--- config.mk ---
export PLATFORM = sky130hd
export DESIGN_NAME = apb_requester_flat
export DESIGN_NICKNAME = d
export VERILOG_FILES = /design/src/rtl/apb_requester_if.sv /design/src/rtl/apb_requester.sv /design/src/flat_wrapper.sv
export SDC_FILE = /design/constraint.sdc
export NUM_CORES = 1
export LEC_CHECK = 0
export CORE_ASPECT_RATIO = 0.9
export CORE_MARGIN = 2
export CORE_UTILIZATION = 44
export DETAILED_ROUTE_END_ITERATION = 8
export PLACE_DENSITY = 0.85
export REMOVE_ABC_BUFFERS = 1
export SLEW_MARGIN = 5
export SYNTH_ARGS = -nofsm -noshare
export SYNTH_HDL_FRONTEND = slang
export SYNTH_SLANG_ARGS = --single-unit
--- constraint.sdc ---
create_clock -name pclk -period 4.4 [get_ports pclk]
set_input_delay 1.1 -clock pclk [delete_from_list [all_inputs] [get_ports pclk]]
set_output_delay 1.1 -clock pclk [all_outputs]
set_load 0.02 [all_outputs]
--- src/rtl/apb_requester_if.sv ---
// Command, response and APB bus signals of the APB requester, grouped as one bundle.
// The master modport is the requester's view; slave is the environment's view.
interface apb_requester_if #(
  parameter int unsigned ADDR_W = 5,
  parameter int unsigned DATA_W = 32
);
  // Command channel
  logic              cmd_valid;
  logic              cmd_ready;
  logic              cmd_write;
  logic [ADDR_W-1:0] cmd_addr;
  logic [DATA_W-1:0] cmd_wdata;
  // Response channel
  logic              rsp_valid;
  logic              rsp_ready;
  logic [DATA_W-1:0] rsp_rdata;
  logic              rsp_err;
  // APB bus
  logic              psel;
  logic              penable;
  logic              pwrite;
  logic [ADDR_W-1:0] paddr;
  logic [DATA_W-1:0] pwdata;
  logic              pready;
  logic [DATA_W-1:0] prdata;

  modport master (
    input  cmd_valid, cmd_write, cmd_addr, cmd_wdata, rsp_ready, pready, prdata,
    output cmd_ready, rsp_valid, rsp_rdata, rsp_err, psel, penable, pwrite, paddr, pwdata
  );

  modport slave (
    output cmd_valid, cmd_write, cmd_addr, cmd_wdata, rsp_ready, pready, prdata,
    input  cmd_ready, rsp_valid, rsp_rdata, rsp_err, psel, penable, pwrite, paddr, pwdata
  );
endinterface

--- src/rtl/apb_requester.sv ---
// APB requester: accepts one command on a valid/ready channel, runs it as a single APB
// transfer (SETUP then ACCESS, honouring wait states) and returns the result on a
// valid/ready response channel. A timeout aborts transfers whose completer never answers.
module apb_requester #(
  parameter int unsigned ADDR_W  = 5,
  parameter int unsigned DATA_W  = 32,
  parameter int unsigned TIMEOUT = 16
) (
  input logic             pclk,
  input logic             prst_n,
  apb_requester_if.master bus
);

  // A zero-width counter is not legal, so TIMEOUT = 0 keeps a 1-bit (saturating) counter.
  localparam int unsigned CntW = (TIMEOUT > 0) ? $clog2(TIMEOUT + 1) : 1;

  typedef enum logic [1:0] {StIdle, StSetup, StAccess, StResp} state_e;

  state_e            state_q;
  logic [CntW-1:0]   wait_cnt_q;
  logic              psel_q;
  logic              penable_q;
  logic              pwrite_q;
  logic [ADDR_W-1:0] paddr_q;
  logic [DATA_W-1:0] pwdata_q;
  logic              rsp_valid_q;
  logic [DATA_W-1:0] rsp_rdata_q;
  logic              rsp_err_q;
  logic              timeout_hit;

  // The current ACCESS cycle is the TIMEOUT-th one (counter starts at 0 in the first).
  assign timeout_hit = (TIMEOUT != 0) && (32'(wait_cnt_q) == TIMEOUT - 1);

  // Transfer FSM with all bus and response outputs registered.
  always_ff @(posedge pclk or negedge prst_n) begin
    if (!prst_n) begin
      state_q     <= StIdle;
      wait_cnt_q  <= '0;
      psel_q      <= 1'b0;
      penable_q   <= 1'b0;
      pwrite_q    <= 1'b0;
      paddr_q     <= '0;
      pwdata_q    <= '0;
      rsp_valid_q <= 1'b0;
      rsp_rdata_q <= '0;
      rsp_err_q   <= 1'b0;
    end else begin
      case (state_q)
        StIdle: begin
          if (bus.cmd_valid) begin
            pwrite_q  <= bus.cmd_write;
            paddr_q   <= bus.cmd_addr;
            pwdata_q  <= bus.cmd_wdata;
            psel_q    <= 1'b1;
            penable_q <= 1'b0;
            state_q   <= StSetup;
          end
        end
        StSetup: begin
          penable_q  <= 1'b1;
          wait_cnt_q <= '0;
          state_q    <= StAccess;
        end
        StAccess: begin
          if (bus.pready) begin
            // Success wins even on the timeout cycle.
            rsp_rdata_q <= pwrite_q ? '0 : bus.prdata;
            rsp_err_q   <= 1'b0;
            psel_q      <= 1'b0;
            penable_q   <= 1'b0;
            rsp_valid_q <= 1'b1;
            state_q     <= StResp;
          end else if (timeout_hit) begin
            rsp_rdata_q <= '0;
            rsp_err_q   <= 1'b1;
            psel_q      <= 1'b0;
            penable_q   <= 1'b0;
            rsp_valid_q <= 1'b1;
            state_q     <= StResp;
          end else if (wait_cnt_q != '1) begin
            wait_cnt_q <= wait_cnt_q + CntW'(1);
          end
        end
        StResp: begin
          if (bus.rsp_ready) begin
            rsp_valid_q <= 1'b0;
            state_q     <= StIdle;
          end
        end
        default: begin
          psel_q      <= 1'b0;
          penable_q   <= 1'b0;
          rsp_valid_q <= 1'b0;
          state_q     <= StIdle;
        end
      endcase
    end
  end

  assign bus.cmd_ready = (state_q == StIdle);
  assign bus.psel      = psel_q;
  assign bus.penable   = penable_q;
  assign bus.pwrite    = pwrite_q;
  assign bus.paddr     = paddr_q;
  assign bus.pwdata    = pwdata_q;
  assign bus.rsp_valid = rsp_valid_q;
  assign bus.rsp_rdata = rsp_rdata_q;
  assign bus.rsp_err   = rsp_err_q;

endmodule

--- src/flat_wrapper.sv ---
// flat-port wrapper written by rule: the top's interface ports become plain ports
module apb_requester_flat 
#(
  parameter int unsigned ADDR_W  = 5,
  parameter int unsigned DATA_W  = 32,
  parameter int unsigned TIMEOUT = 16
)
  (pclk, prst_n, bus_cmd_valid, bus_cmd_write, bus_cmd_addr, bus_cmd_wdata, bus_rsp_ready, bus_pready, bus_prdata, bus_cmd_ready, bus_rsp_valid, bus_rsp_rdata, bus_rsp_err, bus_psel, bus_penable, bus_pwrite, bus_paddr, bus_pwdata);
  apb_requester_if #(.ADDR_W(ADDR_W), .DATA_W(DATA_W)) bus_i ();
  input logic pclk;
  input logic prst_n;
  input wire logic [$bits(bus_i.cmd_valid)-1:0] bus_cmd_valid;
  input wire logic [$bits(bus_i.cmd_write)-1:0] bus_cmd_write;
  input wire logic [$bits(bus_i.cmd_addr)-1:0] bus_cmd_addr;
  input wire logic [$bits(bus_i.cmd_wdata)-1:0] bus_cmd_wdata;
  input wire logic [$bits(bus_i.rsp_ready)-1:0] bus_rsp_ready;
  input wire logic [$bits(bus_i.pready)-1:0] bus_pready;
  input wire logic [$bits(bus_i.prdata)-1:0] bus_prdata;
  output wire logic [$bits(bus_i.cmd_ready)-1:0] bus_cmd_ready;
  output wire logic [$bits(bus_i.rsp_valid)-1:0] bus_rsp_valid;
  output wire logic [$bits(bus_i.rsp_rdata)-1:0] bus_rsp_rdata;
  output wire logic [$bits(bus_i.rsp_err)-1:0] bus_rsp_err;
  output wire logic [$bits(bus_i.psel)-1:0] bus_psel;
  output wire logic [$bits(bus_i.penable)-1:0] bus_penable;
  output wire logic [$bits(bus_i.pwrite)-1:0] bus_pwrite;
  output wire logic [$bits(bus_i.paddr)-1:0] bus_paddr;
  output wire logic [$bits(bus_i.pwdata)-1:0] bus_pwdata;
  assign bus_i.cmd_valid = bus_cmd_valid;
  assign bus_i.cmd_write = bus_cmd_write;
  assign bus_i.cmd_addr = bus_cmd_addr;
  assign bus_i.cmd_wdata = bus_cmd_wdata;
  assign bus_i.rsp_ready = bus_rsp_ready;
  assign bus_i.pready = bus_pready;
  assign bus_i.prdata = bus_prdata;
  assign bus_cmd_ready = bus_i.cmd_ready;
  assign bus_rsp_valid = bus_i.rsp_valid;
  assign bus_rsp_rdata = bus_i.rsp_rdata;
  assign bus_rsp_err = bus_i.rsp_err;
  assign bus_psel = bus_i.psel;
  assign bus_penable = bus_i.penable;
  assign bus_pwrite = bus_i.pwrite;
  assign bus_paddr = bus_i.paddr;
  assign bus_pwdata = bus_i.pwdata;
  apb_requester #(.ADDR_W(ADDR_W), .DATA_W(DATA_W), .TIMEOUT(TIMEOUT)) u_core (.pclk(pclk), .prst_n(prst_n), .bus(bus_i));
endmodule
==> results.sh <==
export IMPL_slowest_stage="clkdlybuf4s50_1"
export IMPL_clockPowerShare_pct=15.9
export IMPL_synth_cells=215
export IMPL_regToRegSetupSlack_ns=2.27
export IMPL_gr_total_overflow=0
export IMPL_dp_slack_ns=1.68
export IMPL_path_clk_slew_ns=0.07
export IMPL_leakage_nw=2.15
export IMPL_startpoint_type="flip-flop"
export IMPL_avgSynthCellArea_um2=14.9
export IMPL_die_area_mm2=0.00797
export IMPL_cts_htree_levels=3
export IMPL_finalNonFillerCells=463
export IMPL_final_nets=448
export IMPL_vias_per_cell=5.02
export IMPL_period_minus_slack_ns=2.88
export IMPL_hold_violations=0
export IMPL_layout_setup_ws_ns=1.52
export IMPL_grt_usage_pct=19.5
export IMPL_wl_um=7510
export IMPL_clockBufferDepth=2
export IMPL_num_vias=2323
export IMPL_seqPwrFrac_pct=34.7
export IMPL_cts_resized=0
export IMPL_place_area_mm2=0.00476
export IMPL_worst_setup_path_type="flip-flop to primary output"
export IMPL_worstPathArrival_ns=1.78
export IMPL_maxSlewViolCount=0
export IMPL_die_h_um=84.9
export IMPL_ys_top_cells_by_area="dfrtp_1 63%, mux2_2 14%, a22o_1 9.6%, ha_1 2.7%, buf_2 1.7%"
export IMPL_numCtsBuffers=9
export IMPL_yosysUniqueCellTypes=28
export IMPL_comb_power_share_pct=49.5
export IMPL_sw_frac_of_total_pct=35.3
export IMPL_drt_first_iter_violations=86
export IMPL_critPathTopFamily="buffers and inverters"
export IMPL_portBuffers=149
export IMPL_antenna_found_initial=0
export IMPL_grt_max_degree=82
export IMPL_antenna_cells=0
export IMPL_post_cts_buffers=0
export IMPL_netlist_top_cell_by_area="dfrtp_1"
export IMPL_final_area_mm2=0.00498
export IMPL_whs_ns=0.506
export IMPL_ys_seq_area_share_pct=63.4
export IMPL_rows=29
export IMPL_placed_cells=448
export IMPL_ir_drop_mv=0.408
export IMPL_hold_class="flip-flop to flip-flop"
export IMPL_finalCritPeriodShare_pct=65.4
export IMPL_die_w_um=93.9
export IMPL_boundaryPins=150
export IMPL_yosysWarningCount=0
export IMPL_cp_required_ns=3.30
export IMPL_status="finished clean"
export IMPL_tritoncts="yes"
export IMPL_max_slew_margin_pct=33.1
export IMPL_power_density_mw_per_mm2=742
export IMPL_coreArea_mm2=0.00704
export IMPL_gp_congestion=0.760
export IMPL_hold_buffers=0
export IMPL_internal_power_mw=2.39
export IMPL_grt_pass1_vias=2444
export IMPL_crit_fanout=6
export IMPL_synth_area_mm2=0.00320
export IMPL_synth_top_cell_area_share_pct=63.4
export IMPL_p_switching_mw=1.31
export IMPL_worstSetupEndpointType="primary output"
export IMPL_wire_per_inst_um=16.2
export IMPL_area_growth_syn_to_layout_pct=55.7
export IMPL_clkLatencyLatePin_ns=0.34
export IMPL_ys_ff_latch=81
export IMPL_path_cells="inv_1, ha_1, clkdlybuf4s50_1"
export IMPL_slowest_delay_ns=0.65
export IMPL_setup_viol=0
export IMPL_grt_pass1_wl_um=11900
export IMPL_rsz0062_at_grt="no"
export IMPL_first_pass_iters=4
export IMPL_finalPower_mw=3.70
export IMPL_dp_hpwl_um=5290
export IMPL_maxCapViolations=0
export IMPL_drc=0
export IMPL_start_util_pct=45.4
export IMPL_ant_nets=0
export IMPL_fin_worst_skew_ns=0.00788
export IMPL_post_route_util_pct=70.8
export IMPL_max_freq_mhz=347
export IMPL_crit_buf_inv=2
export IMPL_cts_sinks=81
export IMPL_cts_root_buf="clkbuf_8"
export IMPL_tightestPinTransition_ns=1.00
export IMPL_layout_drive_gt1_share_pct=17.3
export IMPL_finalSetupTns_ns=0
synth_stat cells, drive strengths merged:
| cell | instances |
|---|---|
| nand2b | 2 |
| a211oi | 1 |
| xor2 | 1 |
| mux2i | 1 |
| nor2b | 3 |
| a41oi | 1 |
| a221o | 1 |
| and4 | 1 |
| nor3 | 1 |
| nand4bb | 1 |
| a22o | 35 |
| o21ai | 4 |
| nand2 | 7 |
| nand3 | 1 |
| a21oi | 3 |
| and3 | 1 |
| dfrtp | 81 |
| nor2 | 3 |
| o32a | 1 |
| o311ai | 2 |
| mux2 | 41 |
| inv | 3 |
| a22oi | 1 |
| ha | 7 |
| buf | 12 |
path summary, 6_finish.rpt:
kind	end	startpoint	cells after the start
worst max register to register	u_core.wait_cnt_q[1]	u_core.wait_cnt_q[0]	6
worst min-delay path	u_core.bus.rsp_rdata[21]	u_core.bus.rsp_rdata[21]	1
min in group asynchronous	u_core.bus.rsp_rdata[5]	prst_n	1
max in group asynchronous	u_core.bus.rsp_rdata[13]	prst_n	1
worst max-delay path	bus_cmd_ready	u_core.state_q[0]	3
worst min register to register	u_core.bus.rsp_rdata[21]	u_core.bus.rsp_rdata[21]	1
routing by layer:
layer | track usage [%] | routed length (µm) | up-vias
li1 | - | - | 1092
met1 | 23.7 | 3010 | 1138
met2 | 32.3 | 3870 | 82
met3 | 8.08 | 537 | 11
met4 | 5.14 | 99 | 0
met5 | 0 | 0 | -
flip-flops by register name, summed over array words and instances (netlist names):
signal,cells
u_core.bus.rsp_err,1
u_core.bus.rsp_valid,1
u_core.bus.psel,1
u_core.wait_cnt_q,5
u_core.bus.penable,1
u_core.bus.rsp_rdata,32
u_core.bus.pwdata,32
u_core.state_q,2
u_core.bus.pwrite,1
u_core.bus.paddr,5
worst reg2reg max path: cells and delay by family, from the launching register on:
kind	cells	cell delay, ns
adders and majority gates	2	0.52
and+or+nand+nor	2	0.52
DFF	1	0.44
muxes	1	0.37
AOI/OAI and AO/OA	1	0.17
placed cells by master, fill, tap and decap left out, drive strengths merged, types with 2 or more instances in the layout:
master           n
a21oi            3
a22o            35
buf              4
bufinv           2
clkbuf          10
clkdlybuf4s50  148
clkinvlp         2
dfrtp           81
ha               7
inv              3
mux2            41
nand2            7
nand2b           2
nor2             3
nor2b            3
o21ai            4
o311ai           2
final cells by class:
class / instances / area (µm²)
Multi-Input combinational cell: 119 / 1100
Timing Repair Buffer: 152 / 1510
Sequential cell: 81 / 2030
Clock buffer: 10 / 138
Clock inverter: 5 / 80.1
Tap cell: 93 / 116
Fill cell: 522 / 2060
Inverter: 3 / 11.3
kinds of logic after synthesis:
kind of cell | count (synthesis) | share of synthesized area (%)
AOI/OAI and AO/OA | 49 | 12.7
xor gates and xnor gates | 1 | 0.274
adders and majority gates | 7 | 2.74
buffers and inverters | 15 | 2.42
DFF | 81 | 63.4
muxes | 42 | 14.7
and+or+nand+nor | 20 | 3.72
power groups by stage:
stage,Clock [mW],Combinational (mW),Sequential (mW)
after floorplan,0,0.556,1.67
after global placement,0,1.80,1.28
after detailed placement,0,1.85,1.29
after CTS,0.607,1.85,1.29
after global routing,0.642,1.93,1.32
final,0.588,1.83,1.28
(Power assumes the default switching activity.)
